## src/rtl/dh_pkg.sv

```systemverilog
// Shared definitions for the Diffie-Hellman modular exponentiation datapath:
// default operand width, exponentiation FSM states and the reducer cycle count.
package dh_pkg;

  localparam int DW_DEF = 32;

  // One quotient bit per cycle over a double-width dividend.
  localparam int RED_CYCLES = 2 * DW_DEF;

  typedef enum logic [3:0] {
    IDLE,
    LOAD,
    RED_BASE,
    CHK_BIT,
    MUL_ACC,
    RED_ACC,
    SQR,
    RED_SQR,
    FINISH
  } state_t;

  // Reducer cycle count for an arbitrary operand width.
  function automatic int red_cycles(input int dw);
    return 2 * dw;
  endfunction

endpackage

```

## src/rtl/mod_exp_engine_if.sv

```systemverilog
// Request/response bundle of the modular exponentiation engine.
interface mod_exp_engine_if #(parameter int DW = dh_pkg::DW_DEF);
  logic          start;
  logic [DW-1:0] base;
  logic [DW-1:0] exponent;
  logic [DW-1:0] p;
  logic          busy;
  logic          done;
  logic [DW-1:0] result;
  logic          err;

  modport master (
    output start, base, exponent, p,
    input  busy, done, result, err
  );

  modport slave (
    input  start, base, exponent, p,
    output busy, done, result, err
  );
endinterface

```

## src/rtl/mod_reduce.sv

```systemverilog
// Restoring shift-subtract reducer: remainder = dividend mod divisor.
// done rises exactly 2*DW cycles after start; remainder is valid while done is high.
module mod_reduce
  import dh_pkg::*;
#(
  parameter int DW = DW_DEF
) (
  input  logic            clk,
  input  logic            rst,
  input  logic            start,
  input  logic [2*DW-1:0] dividend,
  input  logic [DW-1:0]   divisor,
  output logic            done,
  output logic [DW-1:0]   remainder
);

  localparam int CW = $clog2(2 * DW);

  logic            active;
  logic [CW-1:0]   cnt;
  logic [DW-1:0]   rem;
  logic [2*DW-1:0] shreg;
  logic [DW-1:0]   div_q;

  // Bring down one dividend bit and subtract the divisor when it fits.
  // The partial remainder stays below the divisor, so the DW+1 bit
  // intermediate cannot overflow and the result fits back into DW bits.
  function automatic logic [DW-1:0] step(input logic [DW-1:0] r,
                                         input logic          b,
                                         input logic [DW-1:0] d);
    logic [DW:0] t;
    t = {r, b};
    if (t >= {1'b0, d}) t = t - {1'b0, d};
    return t[DW-1:0];
  endfunction

  // The first quotient bit is produced on the start edge itself, so the
  // last of the 2*DW bits lands in the cycle done is raised.
  always_ff @(posedge clk or negedge rst) begin
    // NOTE: sequential state uses non-blocking assignments so every register
    // samples the pre-edge values, independent of statement order.
    if (!rst) begin
      active <= 1'b0;
      cnt    <= '0;
      rem    <= '0;
      shreg  <= '0;
      div_q  <= '0;
    end else if (start) begin
      active <= 1'b1;
      cnt    <= CW'(red_cycles(DW) - 1);
      rem    <= step('0, dividend[2*DW-1], divisor);
      shreg  <= dividend << 1;
      div_q  <= divisor;
    end else if (active) begin
      if (cnt == '0) begin
        active <= 1'b0;
      end else begin
        cnt   <= cnt - 1'b1;
        rem   <= step(rem, shreg[2*DW-1], div_q);
        shreg <= shreg << 1;
      end
    end
  end

  assign done      = active && (cnt == '0);
  assign remainder = rem;

endmodule

```

## src/rtl/mod_exp_engine.sv

```systemverilog
// Right-to-left square-and-multiply modular exponentiation:
// result = base^exponent mod p, using one shared multiplier and one reducer.
module mod_exp_engine
  import dh_pkg::*;
#(
  parameter int DW = DW_DEF
) (
  input  logic             clk,
  input  logic             rst,
  mod_exp_engine_if.slave  bus
);

  state_t state, next_state;

  logic [DW-1:0]   acc_q;
  logic [DW-1:0]   b_q;
  logic [DW-1:0]   e_q;
  logic [DW-1:0]   p_q;
  logic [DW-1:0]   result_q;
  logic            err_q;

  logic [DW-1:0]   mul_a;
  logic [2*DW-1:0] prod;
  logic            red_start;
  logic [2*DW-1:0] red_dividend;
  logic            red_done;
  logic [DW-1:0]   red_rem;

  // Single multiplier: acc*b in MUL_ACC, b*b otherwise; full 2*DW product.
  assign mul_a = (state == MUL_ACC) ? acc_q : b_q;
  assign prod  = {{DW{1'b0}}, mul_a} * {{DW{1'b0}}, b_q};

  // LOAD reduces the raw (possibly >= p) base; all later work reduces products.
  assign red_dividend = (state == LOAD) ? {{DW{1'b0}}, b_q} : prod;

  mod_reduce #(.DW(DW)) u_reduce (
    .clk       (clk),
    .rst       (rst),
    .start     (red_start),
    .dividend  (red_dividend),
    .divisor   (p_q),
    .done      (red_done),
    .remainder (red_rem)
  );

  // State register.
  always_ff @(posedge clk or negedge rst) begin
    if (!rst) state <= IDLE;
    else      state <= next_state;
  end

  // Next-state and reducer start decode.
  always_comb begin
    // NOTE: every combinational output gets a default first so no path
    // through the case leaves it unassigned and infers a latch.
    next_state = state;
    red_start  = 1'b0;
    unique case (state)
      IDLE:     if (bus.start) next_state = LOAD;
      LOAD: begin
        if (p_q == '0) begin
          next_state = FINISH;
        end else begin
          next_state = RED_BASE;
          red_start  = 1'b1;
        end
      end
      RED_BASE: if (red_done) next_state = CHK_BIT;
      CHK_BIT: begin
        if (e_q == '0)  next_state = FINISH;
        else if (e_q[0]) next_state = MUL_ACC;
        else             next_state = SQR;
      end
      MUL_ACC: begin
        red_start  = 1'b1;
        next_state = RED_ACC;
      end
      RED_ACC:  if (red_done) next_state = SQR;
      SQR: begin
        // The final squaring is never needed once the exponent is exhausted.
        if ((e_q >> 1) == '0) begin
          next_state = FINISH;
        end else begin
          red_start  = 1'b1;
          next_state = RED_SQR;
        end
      end
      RED_SQR:  if (red_done) next_state = CHK_BIT;
      FINISH:   next_state = IDLE;
      default:  next_state = IDLE;
    endcase
  end

  // Operand capture, accumulator/base/exponent updates and result latch.
  always_ff @(posedge clk or negedge rst) begin
    if (!rst) begin
      acc_q    <= '0;
      b_q      <= '0;
      e_q      <= '0;
      p_q      <= '0;
      result_q <= '0;
      err_q    <= 1'b0;
    end else begin
      unique case (state)
        IDLE: begin
          if (bus.start) begin
            b_q   <= bus.base;
            e_q   <= bus.exponent;
            p_q   <= bus.p;
            err_q <= 1'b0;
          end
        end
        LOAD: begin
          // 1 mod p: zero when p == 1.
          acc_q <= (p_q == DW'(1)) ? '0 : DW'(1);
          if (p_q == '0) begin
            err_q    <= 1'b1;
            result_q <= '0;
          end
        end
        RED_BASE: if (red_done) b_q <= red_rem;
        CHK_BIT:  if (e_q == '0) result_q <= acc_q;
        RED_ACC:  if (red_done) acc_q <= red_rem;
        SQR: begin
          e_q <= e_q >> 1;
          if ((e_q >> 1) == '0) result_q <= acc_q;
        end
        RED_SQR:  if (red_done) b_q <= red_rem;
        default: ;
      endcase
    end
  end

  assign bus.busy   = (state != IDLE);
  assign bus.done   = (state == FINISH);
  assign bus.result = result_q;
  assign bus.err    = err_q;

endmodule

```

## src/flat_wrapper.sv

```systemverilog
// flat-port wrapper written by rule: the top's interface ports become plain ports
module mod_exp_engine_flat import dh_pkg::*;
#(
  parameter int DW = DW_DEF
)
  (clk, rst, bus_start, bus_base, bus_exponent, bus_p, bus_busy, bus_done, bus_result, bus_err);
  mod_exp_engine_if #(.DW(DW)) bus_i ();
  input  logic clk;
  input  logic rst;
  input wire logic [$bits(bus_i.start)-1:0] bus_start;
  input wire logic [$bits(bus_i.base)-1:0] bus_base;
  input wire logic [$bits(bus_i.exponent)-1:0] bus_exponent;
  input wire logic [$bits(bus_i.p)-1:0] bus_p;
  output wire logic [$bits(bus_i.busy)-1:0] bus_busy;
  output wire logic [$bits(bus_i.done)-1:0] bus_done;
  output wire logic [$bits(bus_i.result)-1:0] bus_result;
  output wire logic [$bits(bus_i.err)-1:0] bus_err;
  assign bus_i.start = bus_start;
  assign bus_i.base = bus_base;
  assign bus_i.exponent = bus_exponent;
  assign bus_i.p = bus_p;
  assign bus_busy = bus_i.busy;
  assign bus_done = bus_i.done;
  assign bus_result = bus_i.result;
  assign bus_err = bus_i.err;
  mod_exp_engine #(.DW(DW)) u_core (.clk(clk), .rst(rst), .bus(bus_i));
endmodule
```

## config.mk

```make
export PLATFORM = sky130hd
export DESIGN_NAME = mod_exp_engine_flat
export DESIGN_NICKNAME = d
export VERILOG_FILES = /design/src/rtl/dh_pkg.sv /design/src/rtl/mod_exp_engine_if.sv /design/src/rtl/mod_reduce.sv /design/src/rtl/mod_exp_engine.sv /design/src/flat_wrapper.sv
export SDC_FILE = /design/constraint.sdc
export NUM_CORES = 2
export LEC_CHECK = 0
export ABC_AREA = 1
export BUFFER_PORTS_ARGS = -buffer_cell sky130_fd_sc_hd__buf_4
export CAP_MARGIN = 20
export CORE_MARGIN = 4
export CORE_UTILIZATION = 55
export CTS_CLUSTER_DIAMETER = 80
export DETAILED_ROUTE_END_ITERATION = 12
export HOLD_SLACK_MARGIN = 0.1
export PLACE_DENSITY_LB_ADDON = 0.1
export SLEW_MARGIN = 10
export SYNTH_ARGS = -nofsm -noshare
export SYNTH_HDL_FRONTEND = slang
export SYNTH_SLANG_ARGS = --single-unit
export TNS_END_PERCENT = 20
```

## constraint.sdc

```tcl
create_clock -name clk -period 11.8 [get_ports clk]
set_clock_uncertainty 0.05 [all_clocks]
set_input_delay 0.59 -clock clk [delete_from_list [all_inputs] [get_ports clk]]
set_output_delay 0.59 -clock clk [all_outputs]
set_load 0.01 [all_outputs]
```

==> qor.csv <==
stage,metric,value,unit
drt,routed_wl,192000,microns
worst_setup_path,critPathLaunch,u_core.state[2]$_DFFE_PN0P_,
sta,holdWs,139,ps
power_and_ir_drop,clockPowerShare,0.517,
worst_setup_path,worstPathArrival,11510,ps
logic_synthesis,syn_avg_cell_area,7.61,sq um
logic_synthesis,synth_most_common_cell,nand2_1,
cells_and_area,final_area,53700,sq um
worst_setup_path,crit_family,adder cells,
logic_synthesis,ys_seq_elements,299,
cells_and_area,final_cells,7833,
drt,drt-vias-per-instance,5.67,
floorplanning,fp.dieW,310,microns
worst_setup_path,end_kind,flip-flop,
place,port_buffers,133,
sta,tns,0,ps
worst_setup_path,critPathCapture,u_core.u_reduce.remainder[12]$_DFFE_PN0P_,
power_and_ir_drop,seq_power_share,0.457,
power_and_ir_drop,total_power,2.27,mW
worst_setup_path,cp.buffers_inverters,7,
sta,slew_violations,0,
power_and_ir_drop,irDropWorstVdd,0.110,mV
clocking,cts_buffer_depth,3,
clocking,cts_tree,done,
place,dp_cells,7760,
clocking,htree_num_levels,2,
cells_and_area,fin_nets,7922,
logic_synthesis,ys_top_cells_by_count,"nand2_1 (1721), inv_1 (1421), fa_1 (897)",
logic_synthesis,synth-edff-count,0,
sta,tightest_slew,1150,ps
sta,timing.final.crit_share,0.936,
power_and_ir_drop,power_density,42.3,nW/um^2
run,maxCapViolCount,0,
logic_synthesis,async_flop_share,1.00,
worst_setup_path,reg2reg_setup_slack,760,ps
logic_synthesis,yosysWarnings,0,
clocking,cts_resized,0,
logic_synthesis,yosys.area.top_type,fa_1,
worst_setup_path,critPathSlowestCell,o21ai_2,
sta,setup_viol,0,
worst_hold_path,holdCritPathClass,input pin to flip-flop,
power_and_ir_drop,leakage,29.7,nW
drt,drt_pass1_iterations,10,
cells_and_area,area_growth,6.89,%
place,detailed_place_hpwl,157000,microns
grt,grt.overflow.total,0,
floorplanning,die_h,310,microns
floorplanning,start_util,0.557,
power_and_ir_drop,internal-power,1.73,mW
grt,grt_pass1_vias,44700,
drt,drc,0,
status,status,completed,
drt,post_drt_wl_per_cell,24.5,microns
floorplanning,ioPinCount,134,
cells_and_area,drive_above_1_share,0.0596,
grt,grt_antenna_before_repair,5,
worst_setup_path,path_depth,38,
logic_synthesis,synthFlopType,dfrtp_1,
clocking,cts_made_buffers,38,
clocking,clock_sinks,299,
drt,dr_total_vias,44400,
worst_setup_path,cp_max_fo,34,
worst_setup_path,worstPathRequired,12270,ps
logic_synthesis,synth.top_cell.area_share,0.357,
drt,postRouteAntennaNets,0,
cells_and_area,n_fill_cell,8542,
place,gp_congestion,1.05,
worst_setup_path,r2r-start,u_core.state[2]$_DFFE_PN0P_,
floorplanning,die_area,96300,sq um
power_and_ir_drop,netSwitchingPower,0.536,mW
floorplanning,placeableCoreArea,90300,sq um
worst_setup_path,worst_path_largest_cell_delay,970,ps
place,dp_slack,1100,ps
worst_setup_path,r2r_end,u_core.u_reduce.remainder[12]$_DFFE_PN0P_,
sta,post-route-min-period,11040,ps
logic_synthesis,synth_seq_area_share,0.149,
power_and_ir_drop,p_sw_frac,0.236,
sta,setup_slack,757,ps
grt,grt_usage,0.413,
logic_synthesis,synth_cells,6610,
worst_setup_path,critPathKind,flip-flop to flip-flop,
grt,grt_pass1_wl,290000,microns
logic_synthesis,yosysUniqueCellTypes,48,
cells_and_area,fin_util,0.595,
sta,fmax,0.0906,GHz
clocking,cts.clk_slew.worst_paths,60,ps
sta,relSlewSlack,0.231,
clocking,clk_latency,620,ps
clocking,root_buffer,clkbuf_16,
sta,finalHoldViolations,0,
power_and_ir_drop,combinationalPowerShare,0.027,
worst_setup_path,r2r_cells,38,
worst_setup_path,start_kind,flip-flop,
place,place_area,52400,sq um
logic_synthesis,synth_area_leaders,"fa_1 (36%), dfrtp_1 (15%), nand2_1 (13%)",
sta,rsz0062_at_grt,false,
grt,grt_max_degree,69,
logic_synthesis,syn_area,50300,sq um
drt,initialDrtViolationCount,4657,
logic_synthesis,syn_nets,7905,
floorplanning,core.rowCount,110,
[worst min path at each step]
stage               slack [ps]  depth (start not counted)                                    end                        from
floorplan                  240                          0            u_core.acc_q[0]$_DFFE_PN0P_                         rst
global placement           410                          2  u_core.u_reduce.div_q[14]$_DFFE_PN0P_  u_core.p_q[14]$_DFFE_PN0P_
detailed placement         420                          2  u_core.u_reduce.div_q[19]$_DFFE_PN0P_  u_core.p_q[19]$_DFFE_PN0P_
CTS                        110                          3             u_core.p_q[17]$_DFFE_PN0P_                   bus_p[17]
global route               130                          3             u_core.p_q[17]$_DFFE_PN0P_                   bus_p[17]
finish                     140                          3             u_core.p_q[17]$_DFFE_PN0P_                   bus_p[17]
[area by class of cell]
type                    count  area (sq um)  share of cell area
multi-input cells        4573         36100               0.672
flip-flops and latches    299          7480               0.139
inverters                1463          5490               0.102
repair buffers            252          1930              0.0359
well taps                1176          1470              0.0274
clock buffers              50          1040              0.0193
clock inverters            19           213             0.00396
diodes                      1          2.50           0.0000466
[layer usage]
metal	track usage	vias to the layer above	wire length, microns
met3	0.120	521	24300
met5	0	-	39
met4	0.215	6	12700
li1	-	19500	-
met1	0.559	21700	74200
met2	0.607	2708	80900
[cells in the final DEF, fill, tap and decap left out, types with 3 or more instances in the layout]
cell	n
a21oi_1	122
a31oi_1	24
and2_1	3
buf_4	248
clkbuf_1	8
clkbuf_16	38
clkbuf_8	4
clkinv_1	15
clkinv_2	8
dfrtp_1	298
fa_1	897
ha_1	299
inv_1	1421
inv_2	27
inv_6	5
nand2_1	1720
nand2_2	5
nand3_1	302
nand3b_1	18
nand4_1	23
nor2_1	814
nor2_2	3
nor2_4	5
nor3_1	24
o211ai_1	25
o21a_1	3
o21ai_0	134
o21ai_1	5
o21ai_2	29
o21bai_1	16
o221ai_1	4
o22ai_1	30
o31ai_1	7
or2_2	8
xnor2_1	20
xor2_1	19
[logic make-up after synthesis]
kind of cell	Yosys count	synth area share
simple gates	2931	0.232
flops	299	0.149
xor+xnor	39	0.00679
fa+ha+maj	1196	0.432
buf+inv	1738	0.134
compound gates	407	0.0472
[worst reg2reg max path: cells and delay by family (launching register included)]
| family | cells | cell delay [ps] |
|---|---|---|
| adder cells (fa/ha/maj) | 11 | 4890 |
| AND/OR/NAND/NOR | 17 | 3110 |
| buffers and inverters | 7 | 1280 |
| AO/OA/AOI/OAI | 3 | 1190 |
| flip-flops | 1 | 410 |
[state kept, by name (all words and copies together) (netlist names)]
name                       cells
u_core.bus.result             32
u_core.e_q                    32
u_core.u_reduce.cnt            6
u_core.acc_q                  32
u_core.u_reduce.div_q         32
u_core.bus.err                 1
u_core.p_q                    32
u_core.state                   4
u_core.u_reduce.remainder     32
u_core.u_reduce.shreg         63
u_core.u_reduce.active         1
u_core.b_q                    32
[repair_timing]
| item | CTS | global route |
|---|---|---|
| setup buffers | 0 | 0 |
| hold buffers | 1 | 0 |
| endpoints found under the hold margin | 54 | 0 |
[power groups by stage]
stage | Sequential, mW | Combinational [mW] | Clock (mW)
floorplan | 1.05 | 0.00899 | 0
global placement | 1.06 | 0.0613 | 0
detailed placement | 1.06 | 0.0615 | 0
CTS | 1.04 | 0.0620 | 1.19
global route | 1.04 | 0.0684 | 1.24
finish | 1.04 | 0.0604 | 1.17
Note: power is estimated with default switching activity, not from simulation.
